<file path="config.mk">
export PLATFORM = sky130hd
export DESIGN_NAME = reduce_n_way_pipe
export DESIGN_NICKNAME = d
export VERILOG_FILES = /design/src/rtl/reduce_pkg.sv /design/src/rtl/reduce_stage.sv /design/src/rtl/reduce_n_way_pipe.sv
export SDC_FILE = /design/constraint.sdc
export NUM_CORES = 1
export LEC_CHECK = 0
export CAP_MARGIN = 40
export CORE_MARGIN = 8
export CORE_UTILIZATION = 50
export DETAILED_ROUTE_END_ITERATION = 12
export HOLD_SLACK_MARGIN = 0.15
export PLACE_DENSITY = 0.82
export SYNTH_ARGS = -nofsm -noshare
export SYNTH_HDL_FRONTEND = slang
export SYNTH_SLANG_ARGS = --single-unit
</file>
<file path="constraint.sdc">
create_clock -name clk -period 3.9 [get_ports clk]
set_clock_uncertainty 0.15 [all_clocks]
set_input_delay 0.78 -clock clk [delete_from_list [all_inputs] [get_ports clk]]
set_output_delay 0.78 -clock clk [all_outputs]
set_load 0.01 [all_outputs]
</file>
<file path="src/rtl/reduce_pkg.sv">
// Shared definitions for the pipelined N-way reduction block.
// Holds the operator encodings, the identity element used to pad partial
// tree nodes, and the constant functions that size the reduction tree.
package reduce_pkg;

    localparam logic [1:0] MODE_AND  = 2'b00;
    localparam logic [1:0] MODE_OR   = 2'b01;
    localparam logic [1:0] MODE_XOR  = 2'b10;
    localparam logic [1:0] MODE_NAND = 2'b11;

    // Number of tree levels: smallest L with fanin**L >= width.
    function automatic int clog_base(input int width, input int fanin);
        int levels;
        int span;
        levels = 0;
        span   = 1;
        while (span < width) begin
            span   = span * fanin;
            levels = levels + 1;
        end
        return levels;
    endfunction

    // Neutral element of the node operator: AND-type modes pad with 1,
    // OR/XOR pad with 0, so padded leaves never change the result.
    function automatic logic identity_bit(input logic [1:0] mode);
        return (mode == MODE_OR || mode == MODE_XOR) ? 1'b0 : 1'b1;
    endfunction

    // Bit count entering tree level 'level' (level 0 is the raw input).
    function automatic int level_width(input int width, input int fanin, input int level);
        int w;
        w = width;
        for (int i = 0; i < level; i++) begin
            w = (w + fanin - 1) / fanin;
        end
        return w;
    endfunction

    // Bit offset of level 'level' inside a bus that concatenates all levels.
    function automatic int level_offset(input int width, input int fanin, input int level);
        int off;
        off = 0;
        for (int i = 0; i < level; i++) begin
            off = off + level_width(width, fanin, i);
        end
        return off;
    endfunction

endpackage

</file>
<file path="src/rtl/reduce_stage.sv">
// One registered level of the reduction tree.
// Combines groups of FANIN bits from the previous level into OUT_W bits and
// registers them together with the mode and a valid bit.
// Ports:
//   clk, rst_n            clock, asynchronous active-low reset
//   prev_data/mode/valid  item offered by the previous level (or block input)
//   prev_ready            this level can load this cycle
//   data/mode/valid       registered item held by this level
//   next_ready            the following level (or consumer) can take our item
module reduce_stage
    import reduce_pkg::*;
#(
    parameter int IN_W  = 16,
    parameter int FANIN = 4,
    parameter int OUT_W = (IN_W + FANIN - 1) / FANIN,
    parameter bit LAST  = 1'b0
) (
    input  logic             clk,
    input  logic             rst_n,
    input  logic [IN_W-1:0]  prev_data,
    input  logic [1:0]       prev_mode,
    input  logic             prev_valid,
    output logic             prev_ready,
    output logic [OUT_W-1:0] data,
    output logic [1:0]       mode,
    output logic             valid,
    input  logic             next_ready
);

    logic [OUT_W*FANIN-1:0] padded;
    logic [OUT_W-1:0]       node;

    // An empty level always accepts; a full one only if it can hand off.
    assign prev_ready = !valid || next_ready;

    // Pad the incomplete last group with the identity element, reduce each
    // group, and apply the NAND inversion only once, at the tree root.
    always_comb begin
        padded            = {(OUT_W*FANIN){identity_bit(prev_mode)}};
        padded[IN_W-1:0]  = prev_data;
        node              = '0;
        for (int n = 0; n < OUT_W; n++) begin
            case (prev_mode)
                MODE_OR:  node[n] = |padded[n*FANIN +: FANIN];
                MODE_XOR: node[n] = ^padded[n*FANIN +: FANIN];
                default:  node[n] = &padded[n*FANIN +: FANIN];
            endcase
        end
        if (LAST && prev_mode == MODE_NAND) begin
            node = ~node;
        end
    end

    // Data, mode and valid move together whenever this level can load.
    always_ff @(posedge clk or negedge rst_n) begin
        if (!rst_n) begin
            valid <= 1'b0;
            data  <= '0;
            mode  <= '0;
        end else if (prev_ready) begin
            valid <= prev_valid;
            data  <= node;
            mode  <= prev_mode;
        end
    end

endmodule

</file>
<file path="src/rtl/reduce_n_way_pipe.sv">
// Pipelined, elastic WIDTH-bit to 1-bit reduction (AND/OR/XOR/NAND).
// A FANIN-ary tree with one register per level; latency equals the number
// of levels, throughput is one item per cycle, valid/ready on both sides.
// Ports:
//   clk, rst_n                   clock, asynchronous active-low reset
//   in_data, in_mode, in_valid   operand vector, operator, input valid
//   in_ready                     block accepts the input this cycle
//   out_data, out_mode           result and the mode it was computed with
//   out_valid, out_ready         output handshake
module reduce_n_way_pipe
    import reduce_pkg::*;
#(
    parameter int WIDTH = 16,
    parameter int FANIN = 4
) (
    input  logic             clk,
    input  logic             rst_n,
    input  logic [WIDTH-1:0] in_data,
    input  logic [1:0]       in_mode,
    input  logic             in_valid,
    output logic             in_ready,
    output logic             out_data,
    output logic [1:0]       out_mode,
    output logic             out_valid,
    input  logic             out_ready
);

    localparam int LEVELS  = clog_base(WIDTH, FANIN);
    localparam int TOTAL_W = level_offset(WIDTH, FANIN, LEVELS + 1);

    // All levels' data concatenated; level 0 is the input, the top bit is
    // the final result.
    logic [TOTAL_W-1:0]      data_bus;
    logic [2*(LEVELS+1)-1:0] mode_bus;
    logic [LEVELS:0]         valid_bus;

    assign data_bus[WIDTH-1:0] = in_data;
    assign mode_bus[1:0]       = in_mode;
    assign valid_bus[0]        = in_valid;

    // Ready is kept as one signal per level so the combinational ready
    // chain runs through separate nets rather than one shared vector.
    for (genvar k = 0; k < LEVELS; k++) begin : g_stage
        localparam int IW     = level_width(WIDTH, FANIN, k);
        localparam int OW     = level_width(WIDTH, FANIN, k + 1);
        localparam int OFF_IN = level_offset(WIDTH, FANIN, k);
        localparam int OFF_OUT = OFF_IN + IW;

        logic ready;
        logic next_ready;

        if (k == LEVELS - 1) begin : g_tail
            assign next_ready = out_ready;
        end else begin : g_link
            assign next_ready = g_stage[k+1].ready;
        end

        reduce_stage #(
            .IN_W  (IW),
            .FANIN (FANIN),
            .LAST  (k == LEVELS - 1)
        ) u_stage (
            .clk        (clk),
            .rst_n      (rst_n),
            .prev_data  (data_bus[OFF_IN +: IW]),
            .prev_mode  (mode_bus[2*k +: 2]),
            .prev_valid (valid_bus[k]),
            .prev_ready (ready),
            .data       (data_bus[OFF_OUT +: OW]),
            .mode       (mode_bus[2*(k+1) +: 2]),
            .valid      (valid_bus[k+1]),
            .next_ready (next_ready)
        );
    end

    assign in_ready  = g_stage[0].ready;
    assign out_data  = data_bus[TOTAL_W-1];
    assign out_mode  = mode_bus[2*LEVELS +: 2];
    assign out_valid = valid_bus[LEVELS];

endmodule

</file>
== Word level (Yosys, flattened, before mapping) ==
Cells that the tools add are included.

* Multiplexer cells: 6
* Equality and inequality tests: 5
* Reduce and logical (&&, ||, !) cells: 19
* Bitwise operators: 1

{| class="wikitable"
|+ Operators with widths
! kind !! count
|-
| $reduce_and A4 Y1 || 5
|-
| $reduce_or A4 Y1 || 5
|-
| $reduce_xor A4 Y1 || 5
|-
| $pmux W1 S2 || 5
|-
| $eq A2 B2 Y1 const B || 3
|-
| $eq A2 B1 Y1 const B || 2
|-
| $logic_not A1 Y1 || 2
|-
| $logic_or A1 B1 Y1 || 2
|-
| $mux W1 || 1
|-
| $not A1 Y1 || 1
|}

* Bits in registers: 11
* Output and inout bits: 5
* Logic and storage cells: 37

== Logic depth before layout (Yosys ltp) ==
* Word-level depth: 4
* Mapped depth: 6
* Gate-level depth less buffers: 6

== Modules after synthesis ==
Synthesis repeated with hierarchy kept, for this count alone.

* Cells, all modules: 113
* Area, all modules: 1054.8 sq um

{| class="wikitable"
|+ Modules (own cells, without submodules)
! module !! sequential area each (sq um) !! times used !! cells an instance !! area each (sq um)
|-
| reduce_stage at g_stage[0].u_stage || 175.2 || 1 || 80 || 730.7
|-
| reduce_stage at g_stage[1].u_stage || 100.1 || 1 || 33 || 324.1
|}

== Worst setup path after synthesis ==
No wires, ideal clock.

* Path kind: input to output
* Start: input port out_ready
* End: output port in_ready
* Slack: 1.816 ns
* Data required time: 2.970 ns
* Cell stages on the path: 3
* Arrival time: 1.154 ns
* Cells stage by stage: nor2b_4 nand2_4 buf_6

* Cells in the longest elaborated chain, start to end: 2

{| class="wikitable"
|+ RTL lines
! element !! line !! source
|-
| from (decl) || reduce_n_way_pipe.sv:25 || <nowiki>input logic out_ready</nowiki>
|-
| $logic_or A1 B1 Y1 (2 in series) || reduce_stage.sv:34 || <nowiki>assign prev_ready = !valid || next_ready;</nowiki>
|-
| to (decl) || reduce_n_way_pipe.sv:21 || <nowiki>output logic in_ready,</nowiki>
|}

No other way between the ends.

== Worst setup path in the final report ==
Ends and elaborated chain as after synthesis.

==> summary.md <==
| Metric | Value |
|---|---|
| Status | completed |
| Critical path required time | between 2000 and 3000 ps |
| Via/cell ratio | 4.93 |
| Number of core rows | 16 |
| Critical path peak fanout | 14 |
| Unrepaired setup endpoints after global routing | no |
| Wire length per cell | 12.1 um |
| Clock Latency Late Sink | approximately 280 ps |
| Cell taking the most area after synthesis | ha_1 |
| Post-synthesis cell type count | 23 |
| Maximum clock insertion buffer count | 2 |
| Peak VDD IR | 0.160 mV |
| Starting Density | 51.9% |
| Initial antenna violation count | 0 |
| Final hold viol count | 0 |
| Grt ovf | 0 |
| Area grow syn2layout | 30.1% |
| Pwr dens | between 200 and 300 mW/mm^2 |
| DR pass1 iterations | 4 |
| Final instance area | 0.00131 mm^2 |
| Die width | 60.9 um |
| Slew headroom | approximately two thirds |
| Post-CTS Repair Setup Buffers | 0 |
| Synthesized area | 0.00101 mm^2 |
| CTS clock-pin slew for the worst setup and hold paths | roughly 70 ps |
| Largest net degree at the start of global routing | 15 |
| Layout cells sized above 1 | 4.35% |
| GRT Total Usage | between 10% and 20% |
| Cell area after placement | 0.00129 mm^2 |
| Yosys top cell area share | 31.0% |
| Busiest grt layer | met2 |
| Remaining DRCs | 0 |
| Hold_sp | g_stage[1].u_stage.mode[0] |
| Synth Net Count | 157 |
| TritonCTS clock tree | done |
| Synth Register Bits | 11 |
| FMAX | 330 MHz |
| Period utilization | ~78% |
| Worst setup SP type | input pin |
| Port Buf Inserts | 26 |
| Seq/Total Area, Yosys | 27.3% |
| IO Pins | 27 |
| Core footprint | just under 0.002 mm^2 |
| Tot Pwr | 349 uW |
| Max-cap viol count | 0 |
| Die H | 60.9 um |
| Worst setup EP type | output port |
| DR iter-0 viols | 8 |
| Net count, final | 186 |
| # setup viols final | 0 |
| CTS root buffer | clkbuf_4 |
| Antenna viol nets, final | 0 |
| DR vias | between 800 and 900 |
| H-tree levels | 1 |
| Largest cells by area after synthesis | ha_1, dfrtp_1, inv_1 |
| Pleak | 0.681 nW |
| DIE AREA | 0.00371 mm^2 |
| Kind of critical path | input pin to output port |
| Post-Syn Area per Cell | approximately 9.2 um^2 |
| Crit path time final | 3030 ps |
| Clock Sinks | 11 |
| Crit path from | out_ready |
| Global-route wire length before repair | about 3400 um |
| Hold_buf cts | 0 |
| Detailed placement HPWL | about 1800 um |
| Ys Warns | 0 |
| WL final | 1990 um |
| Vias in the first global route | approximately 880 |
| Worst Tran Pin Value | 472 ps |
| Worst Path Arrival | around 2100 ps |
| Fill cells | about 170 |
| PostCTS Resize Cnt | 0 |
| Setup TNS | 0 ps |
| Final Max Tran Viols | 0 |
| Mapped Cells | 110 |
| R2R Path Start | g_stage[0].u_stage.data[2] |
| GR Util met3 | 1.91% |
| Worst hold-check path type | flip-flop to flip-flop |
| Routability congestion estimate from global placement | 0.730 |
| Met2 Usage GRT | 23.5% |
| Total CTS buffers | 3 |
| N_diodes | 0 |
| Grt met1 use | 11.5% |
## synth_stat cells (all sizes together)
| master | instances |
|---|---|
| a21oi | 1 |
| a22oi | 4 |
| a32oi | 1 |
| and3b | 1 |
| buf | 1 |
| clkbuf | 1 |
| dfrtp | 11 |
| ha | 25 |
| inv | 24 |
| nand2 | 11 |
| nand2b | 2 |
| nand3 | 5 |
| nand3b | 1 |
| nor2 | 1 |
| nor2b | 2 |
| o211ai | 4 |
| o21a | 4 |
| o21ai | 4 |
| or2b | 2 |
| xor2 | 5 |
## final cells by class
type | count | area [um^2] | share of cell area, %
Timing Repair Buffer | 26 | 260 | 19.8
Clock buffer | 4 | 26.3 | 2.00
Multi-Input combinational cell | 73 | 627 | 47.8
Inverter | 24 | 90.1 | 6.86
Sequential cell | 11 | 275 | 21.0
Tap cell | 27 | 33.8 | 2.57
## flip-flops by register name (all words and copies together) (netlist names)
name                   count
g_stage.u_stage.data       5
g_stage.u_stage.mode       4
g_stage.u_stage.valid      2
## logic make-up (layout without fill, tap and decap cells)
group / count (synthesis) / after routing / synth area share, %
compound gates: 18 / 18 / 12.8
xor+xnor: 5 / 5 / 4.34
fa+ha+maj: 25 / 25 / 31.0
buf+inv: 26 / 54 / 10.5
flops: 11 / 11 / 27.3
simple gates: 25 / 25 / 14.0
## routing by layer
| metal | vias up | part of all wire [%] |
|---|---|---|
| met4 | 0 | 3.1 |
| met3 | 5 | 2.5 |
| met2 | 14 | 58 |
| met1 | 383 | 37 |
| met5 | - | 0 |
| li1 | 412 | - |
## critical path, stage by stage
cell and delay (ps):
clkdlybuf4s50_1 450, nor2b_4 230, nand2_4 140, clkdlybuf4s50_1 510
## final timing paths
path                                                    to  slack [ps]  cells past startpoint
worst min-delay path            g_stage[1].u_stage.mode[0]         340                      2
worst max register to register     g_stage[1].u_stage.data        2300                      6
worst min register to register  g_stage[1].u_stage.mode[0]         340                      2
worst max-delay path                              in_ready         870                      4
max in group asynchronous       g_stage[0].u_stage.mode[1]        2600                      1
min in group asynchronous          g_stage[1].u_stage.data         670                      1
## report_power, final
| part | leakage (nW) | internal, mW | total, mW | switching [mW] |
|---|---|---|---|---|
| combinational | 0.534 | 0.0714 | 0.130 | 0.0583 |
| clock | 0.0150 | 0.0397 | 0.0788 | 0.0391 |
| sequential | 0.132 | 0.130 | 0.141 | 0.0113 |
| total | 0.681 | 0.241 | 0.349 | 0.109 |
## per-stage QoR
step	cells	util, %	setup WS (ps)	hold WS, ps
after global routing	165	67.6	807	373
after floorplan	110	-	1820	334
after CTS	165	67.6	859	341
after detailed placement	161	66.2	857	325
final	165	67.6	867	337
after global placement	161	66.2	882	322
## cells in the final DEF, fill, tap and decap left out
cell type	instances
dfrtp_1	11
inv_1	24
nand3b_1	1
and3b_1	1
a22oi_1	4
o211ai_1	3
a32oi_1	1
nand2_4	1
clkbuf_1	1
clkdlybuf4s50_1	26
or2b_1	2
nand2b_1	2
a21oi_1	1
nand2_1	10
nand3_1	5
o21ai_0	4
nor2_1	1
ha_1	25
nor2b_1	1
clkbuf_4	3
nor2b_4	1
o211ai_2	1
o21a_1	4
xor2_1	5
(Power assumes the default switching activity.)
